**src/rtl/dmem_responder.sv**
```systemverilog
// ----------------------------------------------------------------------------
// dmem_responder
//   Memory end of the core's load/store interface. Accepts one load or store
//   per request handshake, applies RV32I byte/halfword/word semantics selected
//   by funct3, and returns a registered response one cycle after acceptance.
//   The response holds while the consumer applies backpressure. Misaligned
//   accesses and illegal funct3 codes are flagged with rsp_err and leave the
//   storage untouched.
//
// Ports
//   clk         rising-edge clock for all logic
//   reset       synchronous, active-low reset
//   req_valid   request present
//   req_ready   responder can accept a request this cycle
//   req_we      1 = store, 0 = load
//   req_funct3  000 B, 001 H, 010 W, 100 BU, 101 HU
//   req_addr    byte address (word index = [ADDR_W-1:2], lane = [1:0])
//   req_wdata   right-aligned store data
//   rsp_valid   response present
//   rsp_ready   consumer accepts the response
//   rsp_rdata   extended load result; 0 for stores and errors
//   rsp_err     request was misaligned or had an illegal funct3
// ----------------------------------------------------------------------------
module dmem_responder #(
    parameter int ADDR_W = 8,
    parameter int DATA_W = 32
) (
    input  logic              clk,
    input  logic              reset,
    input  logic              req_valid,
    output logic              req_ready,
    input  logic              req_we,
    input  logic [2:0]        req_funct3,
    input  logic [ADDR_W-1:0] req_addr,
    input  logic [DATA_W-1:0] req_wdata,
    output logic              rsp_valid,
    input  logic              rsp_ready,
    output logic [DATA_W-1:0] rsp_rdata,
    output logic              rsp_err
);

    localparam int DEPTH = 2 ** (ADDR_W - 2);

    localparam logic [0:0] ST_IDLE = 1'b0;
    localparam logic [0:0] ST_RESP = 1'b1;

    logic [0:0]        state;
    logic [DATA_W-1:0] mem [DEPTH];

    logic              accept;
    logic              req_err;
    logic [3:0]        byte_en;
    logic [DATA_W-1:0] store_lanes;
    logic [DATA_W-1:0] load_word;
    logic [DATA_W-1:0] load_shifted;
    logic [DATA_W-1:0] load_val;

    logic [ADDR_W-3:0] word_idx;
    logic [1:0]        lane;

    assign word_idx  = req_addr[ADDR_W-1:2];
    assign lane      = req_addr[1:0];

    assign rsp_valid = (state == ST_RESP);
    // A new request may enter whenever the output slot is empty or is being
    // drained this same cycle.
    assign req_ready = !rsp_valid || rsp_ready;
    assign accept    = req_valid && req_ready;

    // Legality and alignment of the presented request.
    always_comb begin
        // NOTE: every signal driven here gets a default first so no path
        // leaves it unassigned, which would otherwise infer a latch.
        req_err = 1'b0;
        if (req_we) begin
            if (req_funct3[2] || (req_funct3[1:0] == 2'b11))
                req_err = 1'b1;
        end else begin
            if (req_funct3 == 3'b011 || req_funct3 == 3'b110 || req_funct3 == 3'b111)
                req_err = 1'b1;
        end
        if (req_funct3[1:0] == 2'b01 && req_addr[0])
            req_err = 1'b1;
        if (req_funct3[1:0] == 2'b10 && req_addr[1:0] != 2'b00)
            req_err = 1'b1;
    end

    // Store byte enables and lane-replicated store data: replicating the
    // right-aligned value across the word lets each enabled lane pick its
    // byte straight from the same bit position.
    always_comb begin
        byte_en     = 4'b0000;
        store_lanes = req_wdata;
        case (req_funct3[1:0])
            2'b00: begin
                byte_en     = 4'b0001 << lane;
                store_lanes = {4{req_wdata[7:0]}};
            end
            2'b01: begin
                byte_en     = lane[1] ? 4'b1100 : 4'b0011;
                store_lanes = {2{req_wdata[15:0]}};
            end
            2'b10: begin
                byte_en     = 4'b1111;
                store_lanes = req_wdata;
            end
            default: begin
                byte_en     = 4'b0000;
                store_lanes = req_wdata;
            end
        endcase
    end

    // Load path: read the addressed word, shift the selected lane down to
    // bit 0, then extend according to funct3.
    always_comb begin
        load_word    = mem[word_idx];
        load_shifted = load_word >> {lane, 3'b000};
        load_val     = '0;
        case (req_funct3)
            3'b000:  load_val = {{24{load_shifted[7]}},  load_shifted[7:0]};
            3'b001:  load_val = {{16{load_shifted[15]}}, load_shifted[15:0]};
            3'b010:  load_val = load_word;
            3'b100:  load_val = {24'h0, load_shifted[7:0]};
            3'b101:  load_val = {16'h0, load_shifted[15:0]};
            default: load_val = '0;
        endcase
    end

    // Storage. The write is gated by reset so a store presented during reset
    // is dropped.
    // NOTE: the storage array has no reset on purpose; clearing it would
    // force flops instead of RAM and would lose contents across a reset.
    always_ff @(posedge clk) begin
        if (reset && accept && req_we && !req_err) begin
            for (int i = 0; i < 4; i++) begin
                if (byte_en[i])
                    mem[word_idx][8*i +: 8] <= store_lanes[8*i +: 8];
            end
        end
    end

    // Response FSM and registered response payload.
    always_ff @(posedge clk) begin
        // NOTE: sequential state uses non-blocking assignments so every flop
        // samples the pre-edge values regardless of statement order.
        if (!reset) begin
            state     <= ST_IDLE;
            rsp_rdata <= '0;
            rsp_err   <= 1'b0;
        end else if (accept) begin
            state     <= ST_RESP;
            rsp_err   <= req_err;
            rsp_rdata <= (req_err || req_we) ? '0 : load_val;
        end else if (rsp_valid && rsp_ready) begin
            state     <= ST_IDLE;
        end
    end

endmodule

```
**config.mk**
```make
export PLATFORM = sky130hd
export DESIGN_NAME = dmem_responder
export DESIGN_NICKNAME = d
export VERILOG_FILES = /design/src/rtl/dmem_responder.sv
export SDC_FILE = /design/constraint.sdc
export NUM_CORES = 2
export LEC_CHECK = 0
export BUFFER_PORTS_ARGS = -buffer_cell sky130_fd_sc_hd__buf_2
export CAP_MARGIN = 20
export CORE_MARGIN = 2
export CORE_UTILIZATION = 50
export CTS_CLUSTER_DIAMETER = 50
export DETAILED_ROUTE_END_ITERATION = 7
export PLACE_DENSITY_LB_ADDON = 0.05
export SYNTH_ARGS = -nofsm -noshare
export SYNTH_HDL_FRONTEND = slang
export SYNTH_SLANG_ARGS = --single-unit
```
**constraint.sdc**
```tcl
create_clock -name clk -period 5.3 [get_ports clk]
set_clock_uncertainty 0.2 [all_clocks]
set_input_delay 0.53 -clock clk [delete_from_list [all_inputs] [get_ports clk]]
set_output_delay 0.53 -clock clk [all_outputs]
set_load 0.02 [all_outputs]
```
==> metrics.md <==
| Metric | Value |
|---|---|
| Status | complete, no violations |
| Crit-path slowest cell | and3_1 |
| Sequential cell area fraction in the yosys report | 76.99% |
| Routability-driven placement congestion ratio | 0.9043 |
| FMAX | 0.2397 GHz |
| Critical path fanouts, max | 16 |
| LEAKAGE | 29.60 nW |
| TritonCTS Sinks | 2082 |
| Vias per cell | 6.754 |
| DRC | 0 |
| Die Area | 0.1648 mm^2 |
| Total power | 34.62 mW |
| Final TNS setup | 0 ns |
| Peak VDD IR | 0.3571 mV |
| Critical path startpoint category | primary input |
| # Post-CTS Setup Buffers | 0 |
| Hold_ws | 0.05744 ns |
| Hold depth | 1 |
| PD cells | 374.0 mW/mm^2 |
| DR pass1 iterations | 8 |
| RSZ-0062 raised after global routing | false |
| Post-Syn Instances | 4673 |
| CTS tree | yes |
| Critical path depth | 10 |
| Xor/xnor share of the synthesized area | 0% |
| Synthesized flop and latch total | 2082 |
| Synth top area share | 76.15% |
| Fin crit share | 78.72% |
| Net Count, Synth | 4721 |
| Reg2Reg Depth | 7 |
| Fin nets | 5114 |
| Number of core rows | 147 |
| Commonest non-fill, non-tap cells in the layout | 2048 x edfxtp_1, 380 x buf_4, 372 x a22oi_1, 323 x nor2_1, 222 x clkbuf_16 |
| Clock Path Buffers | 3 |
| Post-synthesis compound-gate area fraction | 10.59% |
| # setup viols final | 0 |
| Die Height | 405.9 um |
| Vias in the first global route | 46780 |
| Clk Latency, worst-skew pair | 0.84 ns |
| Crit path setup slack, layout | 1.128 ns |
| H-tree depth | 4 |
| Synth warn | 0 |
| CP Capture Type | register |
| Initial DRC count | 8397 |
| Post-synthesis mux area share | 5.342% |
| Detailed Place HPWL | 182600 um |
| Final wirelength | 285000 um |
| Max-slew violations | 0 |
| Layout cell share with drive strength beyond 1 | 18.97% |
| Top Ports | 83 |
| Post-route cell area | 0.09258 mm^2 |
| Worst reg2reg setup slack | 1.67 ns |
| Synth area leader | edfxtp_1 |
| Tot GR Track Use | 34.52% |
| Most common cell after layout, fill and taps aside | edfxtp_1 |
| Yosys cell types | 90 |
| Total CTS buffers | 215 |
| CP Buf/Inv Count | 3 |
| Crit path DAT | 4.66 ns |
| Post-Synth Adder-Cell Area | 0% |
| Ys flop type | edfxtp_1 |
| Synth Area in Simple Gates | 4.688% |
| Die width | 405.9 um |
| Fin. Hold Viols | 0 |
| Synthesized cell area | 0.08076 mm^2 |
| Initial Util | 50.30% |
| Synth async-reset ratio | 0% |
| Root buffer cell | clkbuf_16 |
| PortBufs | 82 |
| Largest net degree at the start of global routing | 66 |
| Synthesized area per cell | 17.28 um^2 |
| Most used cell, CP | a21oi_1 |
| Max Cap Viol | 0 |
| Main combinational cell family by area after synthesis | compound AO/OA/AOI/OAI gates |
| Cells along the critical path | buf_2 -> clkinv_1 -> and3_1 -> buf_4 -> nand3_1 -> nand4_1 -> nor2_1 -> a21oi_1 -> a22oi_4 -> a21oi_1 |
| Area of placed instances | 0.08577 mm^2 |
| Fillcell total | 12410 |
| Worst Hold Class | in2reg |
| CP Class | in2reg |
| Grt total ovfl | 0 |
| CTS hold repair buffers | 13 |
| CP max stage delay | 0.75 ns |
| Crit path max-delay family | simple AND/OR/NAND/NOR gates |
| Area contributors post-synth | edfxtp_1 76%, a22oi_1 3.5%, mux2i_1 2.2% |
| Worst-path clk slew | 0.06 ns |
| Resize count post-CTS | 0 |
| Routed WL per cell | 38.45 um |
| Worst EP required | 5.79 ns |
| Area Overhead vs Synth | 14.63% |
| Core area | 0.1606 mm^2 |
| Period minus WS final | 4.172 ns |
| Max transition margin | 15.36% |
| Via Count | 50070 |
| Worst slack, placed | 0.4814 ns |
| Final ANT Viol Nets | 0 |
| Worst-margin pin slew | 1.259 ns |
| Initial antenna violation count | 23 |
| Post-synth EDFFs | 2048 |
| First-pass GRT wire length | 389500 um |
-- synthesized netlist by cell type, types with 21 or more instances --
cell type and instances:
a21oi_1 108, a221o_1 33, a221oi_1 152, a22o_1 105, a22oi_1 372, a31oi_1 73
and2_1 35, buf_1 44, buf_2 131, buf_4 30, buf_6 38, clkbuf_1 88
dfxtp_1 34, edfxtp_1 2048, mux2_2 95, mux2i_1 179, mux4_2 61, nand2_1 152
nand3_1 31, nand4_1 41, nor2_1 324, nor3_1 21, o21ai_0 79, o22ai_1 49
-- state kept, by name (all words and copies together) (netlist names) --
name / cells
rsp_err: 1
rsp_rdata: 32
mem: 2048
rsp_valid: 1
-- worst register-to-register path: cells and delay by family (launching register included) --
kind               cells  cell delay (ns)
AOI/OAI and AO/OA      4             1.36
DFF                    1             0.35
and+or+nand+nor        3             1.59
-- per-layer routing --
layer | routed length, um | part of all wire (%) | vias up | track usage, %
met2 | 124000 | 43 | 3332 | 49.79
li1 | - | - | 20000 | -
met5 | 157 | 0.055 | - | 0
met3 | 33810 | 12 | 598 | 8.421
met1 | 113500 | 40 | 26120 | 50.14
met4 | 13540 | 4.8 | 24 | 14.85
-- per-stage QoR --
step | instances | utilization (%)
6_report | 7413 | 57.65
3_3_place_gp | 6987 | 53.36
2_1_floorplan | 4673 | -
4_1_cts | 7401 | 57.59
5_1_grt | 7406 | 57.64
3_5_place_dp | 6991 | 53.42
-- worst paths after layout --
kind | startpoint | to
worst max register to register | mem[48][27] | rsp_rdata[11]
worst min register to register | rsp_rdata[7] | rsp_rdata[7]
worst min-delay path | req_wdata[4] | mem[26][4]
worst max-delay path | req_addr[7] | rsp_rdata[26]
-- layout make-up --
| type | count | area, um^2 | share of cell area (%) |
|---|---|---|---|
| flip-flops and latches | 2082 | 62180 | 67.17 |
| multi-input cells | 2238 | 16890 | 18.24 |
| clock buffers | 288 | 5823 | 6.290 |
| repair buffers | 511 | 4151 | 4.484 |
| well taps | 2160 | 2703 | 2.919 |
| clock inverters | 109 | 743.2 | 0.8028 |
| inverters | 18 | 70.07 | 0.07569 |
| diodes | 7 | 17.52 | 0.01892 |
-- cell families after synthesis --
group / Yosys count
compound gates: 1137
mux: 341
simple gates: 760
flops: 2082
buf+inv: 353
-- report_power, final --
group / internal [mW] / switching (mW)
Sequential: 18.2 / 0.00329
Combinational: 0.553 / 1.57
Clock: 8.01 / 6.29
(Power assumes the default switching activity.)
